`config.mk`:
```
export PLATFORM = sky130hd
export DESIGN_NAME = dual_rail_tx
export DESIGN_NICKNAME = d
export VERILOG_FILES = /design/src/rtl/dual_rail_tx.sv
export SDC_FILE = /design/constraint.sdc
export NUM_CORES = 1
export LEC_CHECK = 0
export CAP_MARGIN = 40
export CELL_PAD_IN_SITES_DETAIL_PLACEMENT = 0
export CELL_PAD_IN_SITES_GLOBAL_PLACEMENT = 1
export CORE_MARGIN = 2
export CORE_UTILIZATION = 25
export CTS_CLUSTER_DIAMETER = 100
export DETAILED_ROUTE_END_ITERATION = 8
export GPL_TIMING_DRIVEN = 0
export PLACE_DENSITY = 0.45
export SYNTH_ARGS = -nofsm -noshare
export SYNTH_HDL_FRONTEND = slang
export SYNTH_SLANG_ARGS = --single-unit
```
`constraint.sdc`:
```
create_clock -name clk -period 5.4 [get_ports clk]
set_clock_uncertainty 0.15 [all_clocks]
set_input_delay 1.08 -clock clk [delete_from_list [all_inputs] [get_ports clk]]
set_output_delay 1.08 -clock clk [all_outputs]
set_load 0.05 [all_outputs]
```
`src/rtl/dual_rail_tx.sv`:
```
// dual_rail_tx: buffers synchronous words in a small FIFO and emits each one as a
// two-phase dual-rail transition on WIDTH lanes, one word per receiver ack toggle.
`timescale 1ns/1ps
module dual_rail_tx #(
    parameter int WIDTH       = 8,
    parameter int DEPTH       = 4,
    parameter int SYNC_STAGES = 2,
    parameter int TIMEOUT     = 1023
) (
    input  logic                       clk,
    input  logic                       reset,
    input  logic                       in_valid,
    output logic                       in_ready,
    input  logic [WIDTH-1:0]           in_data,
    output logic [WIDTH-1:0]           tx_high,
    output logic [WIDTH-1:0]           tx_low,
    input  logic                       tx_ack,
    output logic                       busy,
    output logic [$clog2(DEPTH+1)-1:0] count,
    output logic                       timeout_err,
    output logic                       proto_err
);

    localparam int PW    = $clog2(DEPTH);
    localparam int CW    = $clog2(DEPTH + 1);
    localparam int TW    = (TIMEOUT > 1) ? $clog2(TIMEOUT + 1) : 1;
    localparam int NSYNC = SYNC_STAGES - 1;
    localparam logic [TW-1:0] TMO_LIMIT = TW'(TIMEOUT);

    typedef enum logic {
        ST_IDLE = 1'b0,
        ST_WAIT = 1'b1
    } state_t;

    state_t            state_r;
    state_t            state_s;
    logic [WIDTH-1:0]  mem_r [DEPTH];
    logic [PW-1:0]     wr_ptr_r;
    logic [PW-1:0]     rd_ptr_r;
    logic [CW-1:0]     count_r;
    logic [NSYNC-1:0]  sync_r;
    logic              ack_seen_r;
    logic [TW-1:0]     tmo_cnt_r;
    logic [TW-1:0]     tmo_cnt_s;
    logic [WIDTH-1:0]  tx_high_r;
    logic [WIDTH-1:0]  tx_low_r;
    logic              timeout_err_r;
    logic              proto_err_r;

    logic              in_ready_s;
    logic              push_s;
    logic              pop_s;
    logic              ack_edge_s;
    logic              tmo_hit_s;
    logic              proto_hit_s;
    logic [WIDTH-1:0]  head_s;

    assign in_ready_s = (count_r < CW'(DEPTH));
    assign push_s     = in_valid && in_ready_s;
    assign head_s     = mem_r[rd_ptr_r];
    // ack_seen_r is always loaded from the synchronizer output, so it also acts as
    // the final synchronizer stage; a difference between the two marks a new phase.
    assign ack_edge_s = sync_r[NSYNC-1] ^ ack_seen_r;

    assign in_ready    = in_ready_s;
    assign count       = count_r;
    assign tx_high     = tx_high_r;
    assign tx_low      = tx_low_r;
    assign timeout_err = timeout_err_r;
    assign proto_err   = proto_err_r;
    assign busy        = (state_r == ST_WAIT) || (count_r != CW'(0));

    // Ack synchronizer chain and last-consumed ack phase.
    always_ff @(posedge clk or posedge reset) begin
        if (reset) begin
            sync_r     <= {NSYNC{1'b0}};
            ack_seen_r <= 1'b0;
        end else begin
            sync_r[0] <= tx_ack;
            for (int i = 1; i < NSYNC; i++) begin
                sync_r[i] <= sync_r[i-1];
            end
            ack_seen_r <= sync_r[NSYNC-1];
        end
    end

    // Next-state, pop decision and timeout counting.
    always_comb begin
        state_s     = state_r;
        pop_s       = 1'b0;
        tmo_cnt_s   = tmo_cnt_r;
        tmo_hit_s   = 1'b0;
        proto_hit_s = 1'b0;
        case (state_r)
            ST_IDLE: begin
                if (ack_edge_s) begin
                    proto_hit_s = 1'b1;
                end else if (count_r != CW'(0)) begin
                    pop_s     = 1'b1;
                    state_s   = ST_WAIT;
                    tmo_cnt_s = TW'(0);
                end else begin
                    state_s = ST_IDLE;
                end
            end
            ST_WAIT: begin
                if (ack_edge_s) begin
                    state_s = ST_IDLE;
                end else begin
                    if (tmo_cnt_r != TMO_LIMIT) begin
                        tmo_cnt_s = tmo_cnt_r + TW'(1);
                    end else begin
                        tmo_cnt_s = tmo_cnt_r;
                    end
                    if ((TIMEOUT != 32'sd0) && (tmo_cnt_s == TMO_LIMIT)) begin
                        tmo_hit_s = 1'b1;
                    end else begin
                        tmo_hit_s = 1'b0;
                    end
                end
            end
            default: begin
                state_s = ST_IDLE;
            end
        endcase
    end

    // FSM state, timeout counter and sticky error flags.
    always_ff @(posedge clk or posedge reset) begin
        if (reset) begin
            state_r       <= ST_IDLE;
            tmo_cnt_r     <= TW'(0);
            timeout_err_r <= 1'b0;
            proto_err_r   <= 1'b0;
        end else begin
            state_r   <= state_s;
            tmo_cnt_r <= tmo_cnt_s;
            if (tmo_hit_s) begin
                timeout_err_r <= 1'b1;
            end
            if (proto_hit_s) begin
                proto_err_r <= 1'b1;
            end
        end
    end

    // FIFO pointers and occupancy.
    always_ff @(posedge clk or posedge reset) begin
        if (reset) begin
            wr_ptr_r <= PW'(0);
            rd_ptr_r <= PW'(0);
            count_r  <= CW'(0);
        end else begin
            if (push_s) begin
                wr_ptr_r <= wr_ptr_r + PW'(1);
            end
            if (pop_s) begin
                rd_ptr_r <= rd_ptr_r + PW'(1);
            end
            case ({push_s, pop_s})
                2'b10:   count_r <= count_r + CW'(1);
                2'b01:   count_r <= count_r - CW'(1);
                default: count_r <= count_r;
            endcase
        end
    end

    // FIFO storage.
    always_ff @(posedge clk or posedge reset) begin
        if (reset) begin
            for (int i = 0; i < DEPTH; i++) begin
                mem_r[i] <= {WIDTH{1'b0}};
            end
        end else if (push_s) begin
            mem_r[wr_ptr_r] <= in_data;
        end
    end

    // Rails: each lane flips exactly one wire per emitted word.
    always_ff @(posedge clk or posedge reset) begin
        if (reset) begin
            tx_high_r <= {WIDTH{1'b0}};
            tx_low_r  <= {WIDTH{1'b0}};
        end else if (pop_s) begin
            tx_high_r <= tx_high_r ^ head_s;
            tx_low_r  <= tx_low_r ^ ~head_s;
        end
    end

endmodule

```
==> results by group <==
Detailed routing
  – Initial drt markers: between 70 and 80
  – Number of antenna-violating nets in the routed design: 0
  – Pre-Repair DR Iteration Count: 4
  – Routed WL: 7270 um
  – Wire per inst: roughly 15 um
  – DR vias: 2063
  – DRC: 0
  – Via-to-Cell Ratio: roughly 4.3

GRT
  – Largest net degree at the start of global routing: 37
  – Vias in the first global route: approximately 2200
  – Grt ovf: 0
  – Initial antenna violation count: 0
  – Total track usage: 0.118
  – Global-route wire length before repair: around 12000 um

Clock network
  – TritonCTS clock tree: yes
  – Sink Count: 70
  – Worst skew pair latency: 330 ps
  – Hold buffer count at CTS: 0
  – TritonCTS Buffers: 9
  – Clock Pin Slew Worst Setup and Hold Paths: about 50 ps
  – H-tree depth: 3
  – Setup bufs post-CTS: 0
  – Post-CTS sizing: 0
  – Root Driver: clkbuf_16
  – Clock Path Buffers: 2

Worst setup path
  – Worst reg2reg setup slack: 2820 ps
  – Worst Reg-to-Reg Cells: 10
  – Worst setup path startpoint: count[0]
  – Critical Path Slowest Stage Cell: clkdlybuf4s50_1
  – Delay-heaviest family, CP: buffers and inverters
  – Crit. path cell count: 2
  – Worst r2r dst: count[2]
  – WP data arrival: 2000 ps
  – Max incr delay on CP: between 700 and 800 ps
  – Crit path cell chain: or4_4 > clkdlybuf4s50_1
  – CP startpoint kind: flip-flop
  – End of the critical path: busy
  – Data required time at the worst endpoint: 4170 ps
  – Critical path class: flip-flop to primary output
  – Critical path buffers and inverters: 1
  – Crit path max fanout: 5
  – Reg2reg start: sync_r
  – CP Capture Type: primary output

Synth
  – Synth Flop Type: dfrtp_1
  – Ys async rst share: 1.00
  – Post-synth top area share: 0.546
  – Cells after Synth: 254
  – Netlist cell types: 41
  – YS warnings: 0
  – Commonest cells post-synth: dfrtp_1, mux2_2, nand2_1
  – Most numerous cell in the Yosys netlist: dfrtp_1
  – Synth Area per Inst: 12.6 um^2
  – Netlist Area Pre-Place: 3210 um^2
  – Synth Register Bits: 70
  – Synth area leader: dfrtp_1
  – Seq/Total Area, Yosys: 0.546
  – Ranking of synthesized cells by area: dfrtp_1, mux2_2, mux4_2, xnor2_1, nand2_1
  – EDFF count, synth: 0
  – Post-Syn Nets: roughly 270

Die
  – Die area: about 14000 um^2
  – Die Span Y: 117 um
  – I/O Pins: 35
  – Starting Density: 0.255
  – CORE AREA: about 13000 um^2
  – # rows: 41
  – Die X: around 120 um

Layout
  – Filler cells: about 1300
  – Antenna diodes: 0
  – Total area of sequential cells: approximately 1800 um^2
  – Multi-input logic area: ~1400 um^2
  – Synthesis-to-layout area growth: 26.4%
  – Share of cells above drive strength 1: 0.226
  – Nets: 319

Place
  – Post-DP HPWL: around 5000 um
  – Routability cong.: between 0.7 and 0.8
  – Port bufs: 34

STA
  – Max Freq: around 310 MHz
  – Tmin final: between 3000 and 4000 ps
  – Final worst-path cycle share: 0.598
  – Worst-Margin Slew: just under 600 ps
  – Setup_tns: 0 ps
  – Setup violators final: 0
  – RSZ-0062 raised after global routing: false
  – Final Hold Viols: 0
  – Slew Limit Fails: 0
  – Rel. slew slack: 0.608

Status
  – Status: finished, final reports clean

Run
  – Max cap viols: 0

Power
  – Total power: 2.50 mW
  – Pwr dens: roughly 600 nW/um^2
  – Max IR drop VDD: 158 uV
  – Total leakage power: approximately 1.7 nW

Hold path
  – Kind of path behind the tightest hold check: flip-flop to flip-flop
## worst min path at each step
stage	slack, ps	to	depth (start not counted)	startpoint
3_3_place_gp	280	ack_seen_r	0	sync_r
6_report	290	ack_seen_r	0	sync_r
4_1_cts	300	ack_seen_r	0	sync_r
5_1_grt	310	ack_seen_r	0	sync_r
2_1_floorplan	260	ack_seen_r	0	sync_r
3_5_place_dp	280	ack_seen_r	0	sync_r
## worst reg2reg max path, delay by kind of cell (launching register included)
family	cells	cell delay [ps]
fa+ha+maj	2	600
buf+inv	3	500
simple gates	2	430
flops	1	410
xor+xnor	3	430
## report_power, final
group | switching [mW] | leakage, nW | total [mW] | internal, mW
registers | 0.141 | 0.850 | 0.891 | 0.750
clock network | 0.228 | 0.128 | 0.537 | 0.309
logic | 0.599 | 0.720 | 1.07 | 0.472
total | 0.967 | 1.70 | 2.50 | 1.53
## metal layers
metal | vias to the layer above | global-route usage | routed length (um)
met3 | 12 | 0.0206 | 160
met5 | - | 0 | 0
met4 | 0 | 0.0588 | 153
met1 | 1036 | 0.162 | 3570
li1 | 991 | - | -
met2 | 24 | 0.180 | 3390
## flip-flops by register name, indices dropped and copies added, names as in the netlist
name         count
mem_r           32
tmo_cnt_r       10
tx_high          8
tx_low           8
count            3
rd_ptr_r         2
wr_ptr_r         2
ack_seen_r       1
proto_err        1
state_r          1
sync_r           1
timeout_err      1
## through the flow
step | hold slack (ps) | utilization | instance area, um^2 | setup WS [ps] | cells
after floorplan | 260 | - | 3210 | 2400 | 254
after global placement | 283 | 0.299 | 3760 | 902 | 460
after detailed placement | 283 | 0.301 | 3780 | 2330 | 461
after CTS | 297 | 0.322 | 4050 | 2140 | 477
after global routing | 309 | 0.322 | 4050 | 2110 | 477
final | 295 | 0.322 | 4050 | 2170 | 477
## logic make-up after synthesis
group | synth area share
muxes | 0.175
and+or+nand+nor | 0.0878
AOI/OAI and AO/OA | 0.0659
xor gates and xnor gates | 0.0683
buffers and inverters | 0.0242
adders and majority gates | 0.0328
DFF | 0.546
## area by class of cell
| class | count | share of cell area |
|---|---|---|
| clock inverters | 6 | 0.00957 |
| plain buffers | 6 | 0.00864 |
| well taps | 172 | 0.0531 |
| inverters | 11 | 0.0111 |
| clock buffers | 10 | 0.0565 |
| multi-input cells | 167 | 0.340 |
| flip-flops and latches | 70 | 0.432 |
| repair buffers | 35 | 0.0889 |
## cell usage in the layout (no fill, tap or decap), types with 9 or more instances in the layout
cell / instances
dfrtp_1: 70
clkdlybuf4s50_1: 34
a21oi_1: 9
nor2_1: 14
o21ai_0: 10
xor2_1: 10
xnor2_1: 15
nand2_1: 25
clkbuf_16: 9
mux2_2: 32
Note: power is estimated with default switching activity, not from simulation.
